$ cat config.mk
export PLATFORM = sky130hd
export DESIGN_NAME = mmio_uart_tx
export DESIGN_NICKNAME = d
export VERILOG_FILES = /design/src/rtl/mmio_uart_pkg.sv /design/src/rtl/sync_fifo.sv /design/src/rtl/mmio_uart_tx.sv
export SDC_FILE = /design/constraint.sdc
export NUM_CORES = 1
export LEC_CHECK = 0
export CORE_MARGIN = 8
export CORE_UTILIZATION = 35
export DETAILED_ROUTE_END_ITERATION = 7
export GPL_TIMING_DRIVEN = 0
export HOLD_SLACK_MARGIN = 0.08
export PLACE_DENSITY_LB_ADDON = 0.12
export SLEW_MARGIN = 20
export SYNTH_ARGS = -nofsm -noshare
export SYNTH_HDL_FRONTEND = slang
export SYNTH_SLANG_ARGS = --single-unit
$ cat constraint.sdc
create_clock -name CLK -period 7.5 [get_ports CLK]
set_input_delay 1.125 -clock CLK [delete_from_list [all_inputs] [get_ports CLK]]
set_output_delay 1.125 -clock CLK [all_outputs]
set_load 0.01 [all_outputs]
$ cat src/rtl/mmio_uart_pkg.sv
// rtl/mmio_uart_pkg.sv - shared register map, status bits and TX FSM states for mmio_uart_tx
// Optional build macro: UART_PARITY_EN (adds the PARITY state).
package mmio_uart_pkg;

  // Register offsets inside the 4-word window.
  localparam logic [1:0] REG_TXDATA = 2'd0;
  localparam logic [1:0] REG_STATUS = 2'd1;
  localparam logic [1:0] REG_BAUD   = 2'd2;
  localparam logic [1:0] REG_RSVD   = 2'd3;

  // STATUS bit positions.
  localparam int STAT_BUSY    = 0;
  localparam int STAT_FULL    = 1;
  localparam int STAT_EMPTY   = 2;
  localparam int STAT_OVF     = 3;
  localparam int STAT_CNT_LSB = 4;
  localparam int STAT_CNT_MSB = 10;
  localparam int STAT_PAR     = 11;

  // Smallest divider the baud counter can handle.
  localparam logic [15:0] MIN_DIV = 16'd2;

  typedef enum logic [2:0] {
    S_IDLE,
    S_START,
    S_DATA,
`ifdef UART_PARITY_EN
    S_PARITY,
`endif
    S_STOP
  } tx_state_t;

endpackage

$ cat src/rtl/sync_fifo.sv
// rtl/sync_fifo.sv - single-clock show-ahead FIFO
// Ports: clk, reset (sync, active-high); push/wdata write side; pop/rdata read side
//        (rdata is the current head); full, empty and count (log2(DEPTH)+1 bits).
// A push while full is accepted only if a pop happens in the same cycle.
module sync_fifo #(
  parameter int WIDTH = 8,
  parameter int DEPTH = 8
) (
  input  logic                     clk,
  input  logic                     reset,
  input  logic                     push,
  input  logic                     pop,
  input  logic [WIDTH-1:0]         wdata,
  output logic [WIDTH-1:0]         rdata,
  output logic                     full,
  output logic                     empty,
  output logic [$clog2(DEPTH):0]   count
);

  localparam int AW = $clog2(DEPTH);

  logic [WIDTH-1:0] mem [DEPTH];
  logic [AW-1:0]    wr_ptr;
  logic [AW-1:0]    rd_ptr;
  logic             do_push;
  logic             do_pop;

  assign empty   = (count == '0);
  assign full    = (count == (AW+1)'(DEPTH));
  assign do_pop  = pop && !empty;
  assign do_push = push && (!full || do_pop);
  assign rdata   = mem[rd_ptr];

  always_ff @(posedge clk) begin
    if (do_push) mem[wr_ptr] <= wdata;
  end

  // Pointers are AW bits wide, so they wrap modulo DEPTH for free.
  always_ff @(posedge clk) begin
    if (reset) begin
      wr_ptr <= '0;
      rd_ptr <= '0;
      count  <= '0;
    end else begin
      if (do_push) wr_ptr <= wr_ptr + 1'b1;
      if (do_pop)  rd_ptr <= rd_ptr + 1'b1;
      case ({do_push, do_pop})
        2'b10:   count <= count + 1'b1;
        2'b01:   count <= count - 1'b1;
        default: count <= count;
      endcase
    end
  end

endmodule

$ cat src/rtl/mmio_uart_tx.sv
// rtl/mmio_uart_tx.sv - memory-mapped 8N1 UART transmitter with TX FIFO
// Ports: CLK, RESET (sync, active-high); daddr/ddata_w/d_rw core data bus;
//        ddata_r_o/hit_o registered read data and window hit; tx_o serial line
//        (idle high); irq_o level, FIFO empty and transmitter idle.
// Optional build macro: UART_PARITY_EN adds an even parity bit and sets STATUS bit11.
module mmio_uart_tx
  import mmio_uart_pkg::*;
#(
  parameter logic [9:0]  BASE_ADDR   = 10'h3FC,
  parameter int          FIFO_DEPTH  = 8,
  parameter logic [15:0] DEFAULT_DIV = 16'd434
) (
  input  logic        CLK,
  input  logic        RESET,
  input  logic [9:0]  daddr,
  input  logic [31:0] ddata_w,
  input  logic        d_rw,
  output logic [31:0] ddata_r_o,
  output logic        hit_o,
  output logic        tx_o,
  output logic        irq_o
);

  localparam int CW = $clog2(FIFO_DEPTH) + 1;

`ifdef UART_PARITY_EN
  localparam logic PAR_SUPPORT = 1'b1;
`else
  localparam logic PAR_SUPPORT = 1'b0;
`endif

  // Address decode: a wrapped subtraction puts addresses below the base far out of range.
  logic [9:0] offset;
  logic       in_win;
  logic [1:0] reg_sel;
  logic       wr_en;
  logic       push_req;

  assign offset   = daddr - BASE_ADDR;
  assign in_win   = (offset < 10'd4);
  assign reg_sel  = offset[1:0];
  assign wr_en    = in_win && d_rw;
  assign push_req = wr_en && (reg_sel == REG_TXDATA);

  logic          fifo_pop;
  logic          fifo_full;
  logic          fifo_empty;
  logic [7:0]    fifo_rdata;
  logic [CW-1:0] fifo_count;

  sync_fifo #(.WIDTH(8), .DEPTH(FIFO_DEPTH)) u_fifo (
    .clk   (CLK),
    .reset (RESET),
    .push  (push_req),
    .pop   (fifo_pop),
    .wdata (ddata_w[7:0]),
    .rdata (fifo_rdata),
    .full  (fifo_full),
    .empty (fifo_empty),
    .count (fifo_count)
  );

  logic        overflow_q;
  logic [15:0] baud_div_q;

  always_ff @(posedge CLK) begin
    if (RESET) begin
      overflow_q <= 1'b0;
      baud_div_q <= DEFAULT_DIV;
    end else begin
      // A push to a full FIFO is only lost when no pop frees a slot that cycle.
      if (push_req && fifo_full && !fifo_pop)
        overflow_q <= 1'b1;
      else if (wr_en && (reg_sel == REG_STATUS) && ddata_w[STAT_OVF])
        overflow_q <= 1'b0;
      if (wr_en && (reg_sel == REG_BAUD))
        baud_div_q <= (ddata_w[15:0] < MIN_DIV) ? MIN_DIV : ddata_w[15:0];
    end
  end

  logic unused_wdata;
  assign unused_wdata = ^ddata_w[31:16];

  // TX state machine.
  tx_state_t   state_q, state_d;
  logic [15:0] baud_cnt_q, baud_cnt_d;
  logic [15:0] div_q, div_d;
  logic [2:0]  bit_cnt_q, bit_cnt_d;
  logic [7:0]  shift_q, shift_d;
  logic        bit_done;
`ifdef UART_PARITY_EN
  logic        par_q, par_d;
`endif

  assign bit_done = (baud_cnt_q == div_q - 16'd1);

  always_ff @(posedge CLK) begin
    if (RESET) begin
      state_q    <= S_IDLE;
      baud_cnt_q <= '0;
      div_q      <= DEFAULT_DIV;
      bit_cnt_q  <= '0;
      shift_q    <= '0;
`ifdef UART_PARITY_EN
      par_q      <= 1'b0;
`endif
    end else begin
      state_q    <= state_d;
      baud_cnt_q <= baud_cnt_d;
      div_q      <= div_d;
      bit_cnt_q  <= bit_cnt_d;
      shift_q    <= shift_d;
`ifdef UART_PARITY_EN
      par_q      <= par_d;
`endif
    end
  end

  always_comb begin
    state_d    = state_q;
    baud_cnt_d = baud_cnt_q + 16'd1;
    div_d      = div_q;
    bit_cnt_d  = bit_cnt_q;
    shift_d    = shift_q;
`ifdef UART_PARITY_EN
    par_d      = par_q;
`endif
    fifo_pop   = 1'b0;
    tx_o       = 1'b1;
    case (state_q)
      S_IDLE: begin
        baud_cnt_d = '0;
        if (!fifo_empty) begin
          // Divider is captured here so a mid-frame BAUD_DIV write waits for the next frame.
          fifo_pop  = 1'b1;
          shift_d   = fifo_rdata;
          div_d     = baud_div_q;
          bit_cnt_d = '0;
`ifdef UART_PARITY_EN
          par_d     = ^fifo_rdata;
`endif
          state_d   = S_START;
        end
      end
      S_START: begin
        tx_o = 1'b0;
        if (bit_done) begin
          baud_cnt_d = '0;
          state_d    = S_DATA;
        end
      end
      S_DATA: begin
        tx_o = shift_q[0];
        if (bit_done) begin
          baud_cnt_d = '0;
          shift_d    = {1'b0, shift_q[7:1]};
          bit_cnt_d  = bit_cnt_q + 3'd1;
          if (bit_cnt_q == 3'd7) begin
`ifdef UART_PARITY_EN
            state_d = S_PARITY;
`else
            state_d = S_STOP;
`endif
          end
        end
      end
`ifdef UART_PARITY_EN
      S_PARITY: begin
        tx_o = par_q;
        if (bit_done) begin
          baud_cnt_d = '0;
          state_d    = S_STOP;
        end
      end
`endif
      S_STOP: begin
        if (bit_done) begin
          baud_cnt_d = '0;
          state_d    = S_IDLE;
        end
      end
      default: state_d = S_IDLE;
    endcase
  end

  assign irq_o = fifo_empty && (state_q == S_IDLE);

  // Register read path.
  logic [31:0] status;
  logic [31:0] rd_val;

  always_comb begin
    status = '0;
    status[STAT_BUSY]                 = (state_q != S_IDLE);
    status[STAT_FULL]                 = fifo_full;
    status[STAT_EMPTY]                = fifo_empty;
    status[STAT_OVF]                  = overflow_q;
    status[STAT_CNT_MSB:STAT_CNT_LSB] = 7'(fifo_count);
    status[STAT_PAR]                  = PAR_SUPPORT;
  end

  always_comb begin
    rd_val = '0;
    case (reg_sel)
      REG_STATUS: rd_val = status;
      REG_BAUD:   rd_val = {16'd0, baud_div_q};
      default:    rd_val = '0;
    endcase
  end

  always_ff @(posedge CLK) begin
    if (RESET) begin
      hit_o     <= 1'b0;
      ddata_r_o <= '0;
    end else begin
      hit_o     <= in_win;
      ddata_r_o <= in_win ? rd_val : 32'd0;
    end
  end

endmodule

---- Word-level counts from Yosys, hierarchy flattened ----
Memory sizes are Yosys's and may differ from the RTL's. A register that Yosys moved wholly into a read port is not among the register bits.
Cells that the tools add are included.
word-level totals
  flip-flop bits (word level) ............. 106
  bits in writable memories ............... 64
  input bits .............................. 45
  logic and storage cells ................. 92
  memories kept ........................... 1
cells by class
  add/sub/neg operators ................... 8
  order comparisons ....................... 2
  equality and inequality tests ........... 15
  mux-type cells .......................... 26
  bitwise logic cells ..................... 2
  reduce and logical (&&, ||, !) cells .... 26
memories
  name        words  bits a word  read ports  clocked after memory_dff  wr ports  RTL line         text
  u_fifo.mem  8      8            1           1                         1         sync_fifo.sv:22  logic [WIDTH-1:0] mem [DEPTH];
operators by type and width
  cell                                                 count
  one-hot mux 16 bit (2 select lines)                  2
  two-way mux 16 bit                                   2
  two-way mux 3 bit                                    9
  adder 16 x 1 -> 16 bit, second input constant        1
  == test 16 bit                                       1
  < comparator 16 x 2 -> 1 bit, second input constant  1
  two-way mux 8 bit                                    2
  one-hot mux 8 bit (2 select lines)                   1
  subtractor 16 x 1 -> 16 bit, second input constant   1
  one-hot mux 3 bit (4 select lines)                   1
  logical AND 1 bit                                    10
  < comparator 10 x 3 -> 1 bit, second input constant  1
  != test 2 bit, second input constant                 5
  subtractor 10 bit, second input constant             1
  adder 3 x 1 -> 3 bit, second input constant          3
  one-hot mux 4 bit (2 select lines)                   1
  == test 3 x 2 -> 1 bit, second input constant        2
  two-way mux 1 bit                                    6
  one-hot mux 3 bit (2 select lines)                   1
  nonzero test 2 bit                                   3
  AND reduction 5 bit                                  1
  adder 4 x 1 -> 4 bit, second input constant          1
  == test 2 x 1 -> 1 bit, second input constant        2
  == test 2 bit, second input constant                 2
  16 further kinds                                     19

---- Depth between registers and ports, before layout ----
Gate-level depths: netlist (run 1).
  word-level depth ........................ 8
  gate-level depth with buffers ........... 14
  depth with buffers taken out ............ 13

---- By module ----
From an unflattened synthesis (run 1), not the netlist that was laid out.
unflattened totals
  cell total of the unflattened synthesis .. 624
  area total of the unflattened synthesis .. 7064.3 sq um
modules (own cells, without submodules)
  module        times used  cells an instance  area each (sq um)  sequential area each (sq um)
  mmio_uart_tx  1           445                3848.7             1581.5
  sync_fifo     1           179                3215.6             2182.1

---- Worst setup path after synthesis (run 1) ----
No wires, ideal clock.
  kind .................................... input to register
  start point ............................. input daddr[9]
  end point ............................... register u_fifo.count[2]
  library setup time ...................... 0.071 ns
  arrival ................................. 3.174 ns
  required time ........................... 7.429 ns
  slack ................................... 4.256 ns
  stages .................................. 13
  path buffers ............................ 1
  path through ............................ nand4_1 nor2_1 and2_1 and3_1 clkbuf_1 inv_1 ha_1 xor2_1 ha_1 a21oi_1 xor2_1 or3_1 a21oi_1
between the ends
  longest elaborated chain between the ends .. 7
RTL lines
  element                                                                          RTL line            text
  from (decl)                                                                      mmio_uart_tx.sv:15  input logic [9:0] daddr,
  subtractor 10 bit (*)                                                            mmio_uart_tx.sv:39  assign offset = daddr - BASE_ADDR;
  < comparator 10 x 3 -> 1 bit (*)                                                 mmio_uart_tx.sv:40  assign in_win = (offset < 10'd4);
  logical AND 1 bit (*)                                                            mmio_uart_tx.sv:42  assign wr_en = in_win && d_rw;
  logical AND 1 bit (*)                                                            mmio_uart_tx.sv:43  assign push_req = wr_en && (reg_sel == REG_TXDATA);
  logical AND 1 bit (*)                                                            sync_fifo.sv:31     assign do_push = push && (!full || do_pop);
  == test 2 x 1 -> 1 bit / == test 2 bit (equally long branches)                   sync_fifo.sv:47     case ({do_push, do_pop})
  one-hot mux 4 bit (2 select lines) / nonzero test 2 bit (equally long branches)  --
  to (signal assigned)                                                             sync_fifo.sv:48     2'b10: count <= count + 1'b1;
  to (signal assigned)                                                             sync_fifo.sv:49     2'b01: count <= count - 1'b1;
  to (signal assigned)                                                             sync_fifo.sv:50     default: count <= count;
  to (decl)                                                                        sync_fifo.sv:17     output logic [$clog2(DEPTH):0] count
Every way passes the cells marked *; elsewhere a longest branch is shown, timed or not.
A chain may end at the register's enable or synchronous reset.

---- Worst setup path in the final report (run 1) ----
  start point ............................. register u_fifo.count[1]
  end point ............................... output irq_o
between the ends
  longest elaborated chain between the ends .. 2
RTL lines
  element            RTL line             text
  logical NOT 4 bit  sync_fifo.sv:28      assign empty = (count == '0);
  logical AND 1 bit  mmio_uart_tx.sv:186  assign irq_o = fifo_empty && (state_q == S_IDLE);
  to (decl)          mmio_uart_tx.sv:21   output logic irq_o
No other way between the ends.

==> metrics, run 1 <==
status complete, no violations; via count 4,944; M3 GR Usage 0.0370; number of global-route vias before repair 4,909; type of the most critical hold path register to register; top_reg_cell synth dfxtp_1; FILL cells 1,864; Post-CTS Hold Buffers 0; routed len/inst 16.8 µm; fmax 213 MHz; Worst-path clk slew 0.07 ns; R2R cell count 13; Max-cap violations 0; post-DR vias/cell 4.97; Final GP Congestion 0.815; grt total ovfl 0; CTS H-tree depth 4; IO Port Bufs 47; Rel. slew slack 0.314; pwr/cell area 243 nW/µm²; final hold vios 0; Nets 779; Overall Global Routing Usage 0.140; fin area 8410 µm²; synthesized area per cell 10.9 µm²; proportion of synthesized area in mux cells 0.0698; Die W 156 µm; Synth cell types 63; Yosys reg bits 156; area occupied by multi-input gates 2880 µm²; Hold Slack 0.478 ns; DP Wirelength 12,200 µm; Worst Setup End Kind primary output; largest net degree at the start of global routing 18; number of buffers created by CTS 17; Tot Pwr 2.04 mW; XOR/XNOR share of the synthesized area 0.0444; largest family of logic cells by synthesized area simple AND/OR/NAND/NOR gates; Leakage 2.96 nW; Max Slew Vio Count 0; M1 GR Usage 0.184; Final min period 4.71 ns; critical path launch point type register; Cell Rows 51; actual slew at the worst max-slew pin 1.02 ns; met2 Track Usage GR 0.216; Tcrit/Tclk final 0.627; clk buf depth 2; DP Area 7770 µm²; root buffer cell clkbuf_16; initial antenna violation count 0; I/O Pins 80; Starting Density 0.356; WHS Path Cells 2; Async SR Flop Fraction 0; CTS Sinks 156; critical path class register to primary output; post_cts resized 0; CTS tree done; post-CTS setup buffers 0; RSZ-0062 raised after global routing false; Layout area overhead 21.9%; Mapped Cells 635; Fin Clk Skew 0.0117 ns; detailed-route DRC error count 0; drt pass-1 iters 5; critical path fanouts, max 10; Chip Height 156 µm; Simple-Gate Fraction of Synth Area 0.165; first-pass GRT wire length 26,400 µm; most used routing layer met2; layout cells sized above 1 0.108; Post-Syn Area 6900 µm²; drt first-iter violations 272; CP arrival 3.58 ns; Post-synth EDFFs 64; Seq/Total Area, Yosys 0.546; Post-Synth Adder-Cell Area 0.0308; diode count 0; Storage cell area 3760 µm²; final WL 16,700 µm; post-route ant nets 0; die area 24,500 µm²; data required time at the worst endpoint 6.38 ns; Core ar. 19,400 µm²; worst skew pair latency 0.43 ns; complex-gate fraction of the synthesized area 0.0962; Final setup viols 0; peak supply drop 0.000114 V; post-route setup TNS 0 ns; yosys warns 0
kinds of logic (layout without fill, tap and decap cells):
kind of cell	Yosys count	count (layout)
buffers and inverters	69	149
other	1	16
XOR/XNOR	35	35
AO/OA/AOI/OAI	103	103
multiplexers	28	28
AND/OR/NAND/NOR	226	226
adder cells (fa/ha/maj)	17	17
flip-flops	156	156
worst paths after layout:
path / startpoint / end / slack (ns)
setup / recovery: u_fifo.count[1] / irq_o / 2.79
hold / removal: div_q[15] / div_q[15] / 0.48
setup reg to reg: u_fifo.count[1] / u_fifo.count[2] / 3.76
hold reg to reg: div_q[15] / div_q[15] / 0.48
through the flow:
stage	util	setup WS [ns]	cells
after floorplan	-	4.26	650
after global placement	0.400	3.32	962
after detailed placement	0.401	3.30	963
after CTS	0.433	2.82	995
after global routing	0.433	2.63	995
final	0.433	2.79	995
cell type report:
cell class                      count  area share
Clock buffer                       18      0.0510
Multi-Input combinational cell    425       0.342
Timing Repair Buffer               48      0.0568
Clock inverter                     14      0.0246
Buffer                             49      0.0296
Tap cell                          265      0.0394
Sequential cell                   156       0.448
Inverter                           20     0.00893
metal layers:
layer | vias up | wire [µm] | share of wire
li1 | 2425 | - | -
met1 | 2386 | 8030 | 0.48
met2 | 111 | 7600 | 0.46
met3 | 22 | 759 | 0.045
met4 | 0 | 308 | 0.018
met5 | - | 0 | 0
cells in the final DEF, fill, tap and decap left out, types with 5 or more instances in the layout:
cell type        instances
nor3_1                   6
mux2i_1                 11
a31oi_1                  5
nor4_1                   9
mux4_2                  16
xnor2_1                 16
o21ai_1                 10
xor2_1                  19
nand2_1                 59
and3_1                  15
buf_4                   17
inv_1                   20
a21oi_1                 41
dfxtp_1                 92
or3_1                    9
conb_1                  16
nor2_1                  69
a22oi_1                 14
clkbuf_16               17
a211o_1                  5
nand2b_1                 8
clkbuf_1                27
clkdlybuf4s50_1         47
nand3_1                 14
edfxtp_1                64
clkinv_8                 5
nand3b_1                 5
ha_1                    17
synth_stat cells (all sizes together) (2+ instances only):
cell | number | share of area
and3 | 15 | 0.014
nand2b | 8 | 0.0073
o21a | 3 | 0.0033
nand4b | 2 | 0.0025
o21ai | 14 | 0.010
xor2 | 19 | 0.024
dfxtp | 92 | 0.27
nor3 | 8 | 0.0058
or3 | 9 | 0.0082
edfxtp | 64 | 0.28
mux4 | 16 | 0.052
a31oi | 5 | 0.0045
nor4 | 12 | 0.015
xnor2 | 16 | 0.020
o2111ai | 3 | 0.0047
mux2i | 11 | 0.016
a22oi | 14 | 0.015
nor2 | 69 | 0.038
nor3b | 2 | 0.0022
nand2 | 59 | 0.032
a211o | 5 | 0.0063
nand3 | 15 | 0.012
inv | 20 | 0.011
nor2b | 3 | 0.0027
a21oi | 41 | 0.030
nand3b | 5 | 0.0054
buf | 23 | 0.022
clkbuf | 26 | 0.014
nand4 | 4 | 0.0036
a211oi | 3 | 0.0033
and2 | 4 | 0.0036
ha | 17 | 0.031
or4 | 6 | 0.0076
worst max-delay path: stages, from the launching register on:
cell	delay (ns)
dfxtp_1	0.30
clkbuf_1	0.16
nor4_1	0.86
nand2_1	0.28
inv_1	0.17
clkbuf_1	0.32
clkbuf_1	0.41
clkdlybuf4s50_1	0.64
registers in the layout, indices dropped and copies added, names as in the netlist, named ones only:
name / cells
state_q: 2
ddata_r_o: 16
baud_cnt_q: 16
u_fifo.count: 4
u_fifo.mem: 64
bit_cnt_q: 3
hit_o: 1
div_q: 16
shift_q: 8
overflow_q: 1
baud_div_q: 16
u_fifo.rd_ptr: 3
u_fifo.wr_ptr: 3
power breakdown:
group / internal [mW] / switching, mW
clock: 0.512 / 0.389
combinational: 0.0885 / 0.141
sequential: 0.899 / 0.0141
No activity file was read; power rests on OpenSTA's default activity.
==> run 2, diff against run 1 <==
==> constraint.sdc (replaced) <==
create_clock -name CLK -period 4.45 [get_ports CLK]
set_input_delay 0.6675 -clock CLK [delete_from_list [all_inputs] [get_ports CLK]]
set_output_delay 0.6675 -clock CLK [all_outputs]
set_load 0.01 [all_outputs]
==> results of run 2 <==
Same layout as run 1 (identical final DEF). Status: complete, no violations.
Among the figures that moved: setup slack after placement 3.30 ns -> 0.705 ns; setup slack after layout 2.79 ns -> 0.202 ns; register-to-register setup slack 3.76 ns -> 0.71 ns; total power 2.04 mW -> 3.44 mW; worst IR drop on VDD 0.000114 V -> 0.000193 V
==> run 3, diff against run 2 <==
--- a/config.mk
+++ b/config.mk
@@ -14,4 +14,5 @@
 export SLEW_MARGIN = 20
 export SYNTH_ARGS = -nofsm -noshare
 export SYNTH_HDL_FRONTEND = slang
+export SYNTH_HIERARCHICAL = 1
 export SYNTH_SLANG_ARGS = --single-unit
==> run 3 against run 2 <==
Final cell count decreased by 0.70%. Hold slack got worse by 0.023 ns. Critical path depth rose by 9. Clock skew up 0.0073 ns. Combinational power rose by 64%. Fmax up 3.4%. Register-to-register slack got worse by 0.37 ns. Via count decreased by 1.6%. Area after synthesis grew 2.4%. Worst setup slack improved by 0.14 ns. Global-route usage hardly changed. Non-clock buffer count fell by 1. Largest power group unchanged. Highest routed layer unchanged.
==> metrics, run 3 <==
status complete, no violations; Critical Path Slowest Stage Cell dfxtp_1; most common cell in the netlist dfxtp_1; number of global-route vias before repair 5,016; commonest non-fill, non-tap cell in the layout dfxtp_1; CTS tree done; post-synth top area share 0.272; Die W 158 µm; yosys warns 6; synthesized area per cell 11.3 µm²; Max-cap violations 0; initial antenna violation count 0; die area 25,000 µm²; Core ar. 20,000 µm²; layout cells sized above 1 0.120; data required time at the worst endpoint 4.82 ns; drt pass-1 iters 4; Cell Rows 52; Synth cell types 59; Post-synth top cells 92 x dfxtp_1, 64 x edfxtp_1, 64 x nand2_1; root buffer cell clkbuf_16; Yosys reg bits 156; CTS Sinks 156; CTS H-tree depth 4; DP Area 7940 µm²; Non-Filler Instances 988; CP delay by family, top simple AND/OR/NAND/NOR gates; critical path launch point type register; Seq/Total Area, Yosys 0.533; Final setup viols 0; RSZ-0062 raised after global routing false; detailed-route DRC error count 0; top_reg_cell synth dfxtp_1; post-CTS setup buffers 0; synth top area cells edfxtp_1 27%, dfxtp_1 26%, mux4_1 6.0%; Max Slew Vio Count 0; post_cts resized 0; Overall Global Routing Usage 0.140; CP bufs+invs 6; Async SR Flop Fraction 0; IO Port Bufs 47; Most flops, register u_fifo/mem; Tcrit/Tclk final 0.924; first-pass GRT wire length 26,600 µm; Worst-path clk slew 0.07 ns; post-route ant nets 0; critical-path cell list or3_1 > buf_2 > nor2_2 > nand2b_1 > clkbuf_1 > clkinv_1 > clkbuf_1 > buf_2 > o21ai_2 > or2_2 > inv_1 > ha_1 > a21oi_1 > nand2_1 > or3_1 > nand4_1; Layout area overhead 21.1%; grt total ovfl 0; Final min period 4.11 ns; diode count 0; peak supply drop 0.000280 V; final WL 16,700 µm; Post-CTS Hold Buffers 0; Rel. slew slack 0.380; type of the most critical hold path register to register; via count 4,864; worst stage delay on the critical path 0.39 ns; routed len/inst 16.9 µm; actual slew at the worst max-slew pin 0.922 ns; Post-Syn Area 7060 µm²; Final GP Congestion 0.826; Nets 767; largest net degree at the start of global routing 19; CP arrival 4.48 ns; Mapped Cells 624; Synth area leader edfxtp_1; pwr/cell area 434 nW/µm²; Post-synth EDFFs 64; Largest register FFs 64; fmax 243 MHz; worst skew pair latency 0.43 ns; Fin Clk Skew 0.0190 ns; post-DR vias/cell 4.92; critical path fanouts, max 10; critical path class register to register; Leakage 3.12 nW; Chip Height 158 µm; number of buffers created by CTS 17; clk buf depth 2; Worst Setup End Kind register; most frequent cells in the layout 92 x dfxtp_1, 64 x nand2_1, 64 x edfxtp_1; I/O Pins 80; drt first-iter violations 213; fin area 8560 µm²; DP Wirelength 12,300 µm; Starting Density 0.353; Post-Place Cells 956; final hold vios 0; post-route setup TNS 0 ns
-- run 3: cell type report --
| cell class | count | area [µm²] |
|---|---|---|
| buffer | 49 | 275 |
| clock buffer | 17 | 425 |
| sequential | 156 | 3760 |
| tap | 270 | 338 |
| fill | 1979 | 11500 |
| inverter | 17 | 63.8 |
| timing repair buffer | 47 | 470 |
| multi-input combinational | 417 | 3030 |
| clock inverter | 15 | 190 |
-- run 3: worst paths after layout --
path / startpoint / endpoint / slack [ns] / cells after the start
max: u_fifo/count[0] / u_fifo/count[3] / 0.34 / 16
min reg2reg: bit_cnt_q[1] / bit_cnt_q[1] / 0.46 / 2
max reg2reg: u_fifo/count[0] / u_fifo/count[3] / 0.34 / 16
min: bit_cnt_q[1] / bit_cnt_q[1] / 0.46 / 2
-- run 3: cell families (layout without fill, tap and decap cells) --
logic type / after synthesis / count (layout) / share of synthesized area
DFF: 156 / 156 / 0.533
buffers and inverters: 66 / 145 / 0.0480
muxes: 44 / 44 / 0.102
adders and majority gates: 17 / 17 / 0.0312
other: 1 / 16 / 0.000531
AOI/OAI and AO/OA: 68 / 68 / 0.0684
xor gates and xnor gates: 41 / 41 / 0.0508
and+or+nand+nor: 231 / 231 / 0.166
-- run 3: worst register-to-register path: cells and delay by family (launching register included) --
| family | cells | cell delay [ns] |
|---|---|---|
| compound gates | 2 | 0.28 |
| flops | 1 | 0.39 |
| buf+inv | 6 | 1.49 |
| simple gates | 7 | 1.60 |
| fa+ha+maj | 1 | 0.32 |
-- run 3: through the flow --
stage | hold WS (ns) | util | worst slack (ns) | total power [mW]
floorplan | 0.432 | - | 1.15 | 2.06
global placement | 0.445 | 0.396 | 0.0879 | 2.25
detailed placement | 0.450 | 0.396 | 0.236 | 2.26
CTS | 0.459 | 0.427 | 0.206 | 3.76
global route | 0.475 | 0.427 | 0.0711 | 3.90
finish | 0.455 | 0.427 | 0.340 | 3.72
-- run 3: report_power, final --
part | internal [mW] | switching [mW] | total, mW
Combinational | 0.260 | 0.372 | 0.632
Sequential | 1.54 | 0.0523 | 1.59
Clock | 0.812 | 0.677 | 1.49
-- run 3: routing by layer --
layer | global-route usage | wire [µm]
met5 | 0 | 0
met4 | 0.0427 | 175
met3 | 0.0369 | 665
met2 | 0.229 | 8190
met1 | 0.177 | 7710
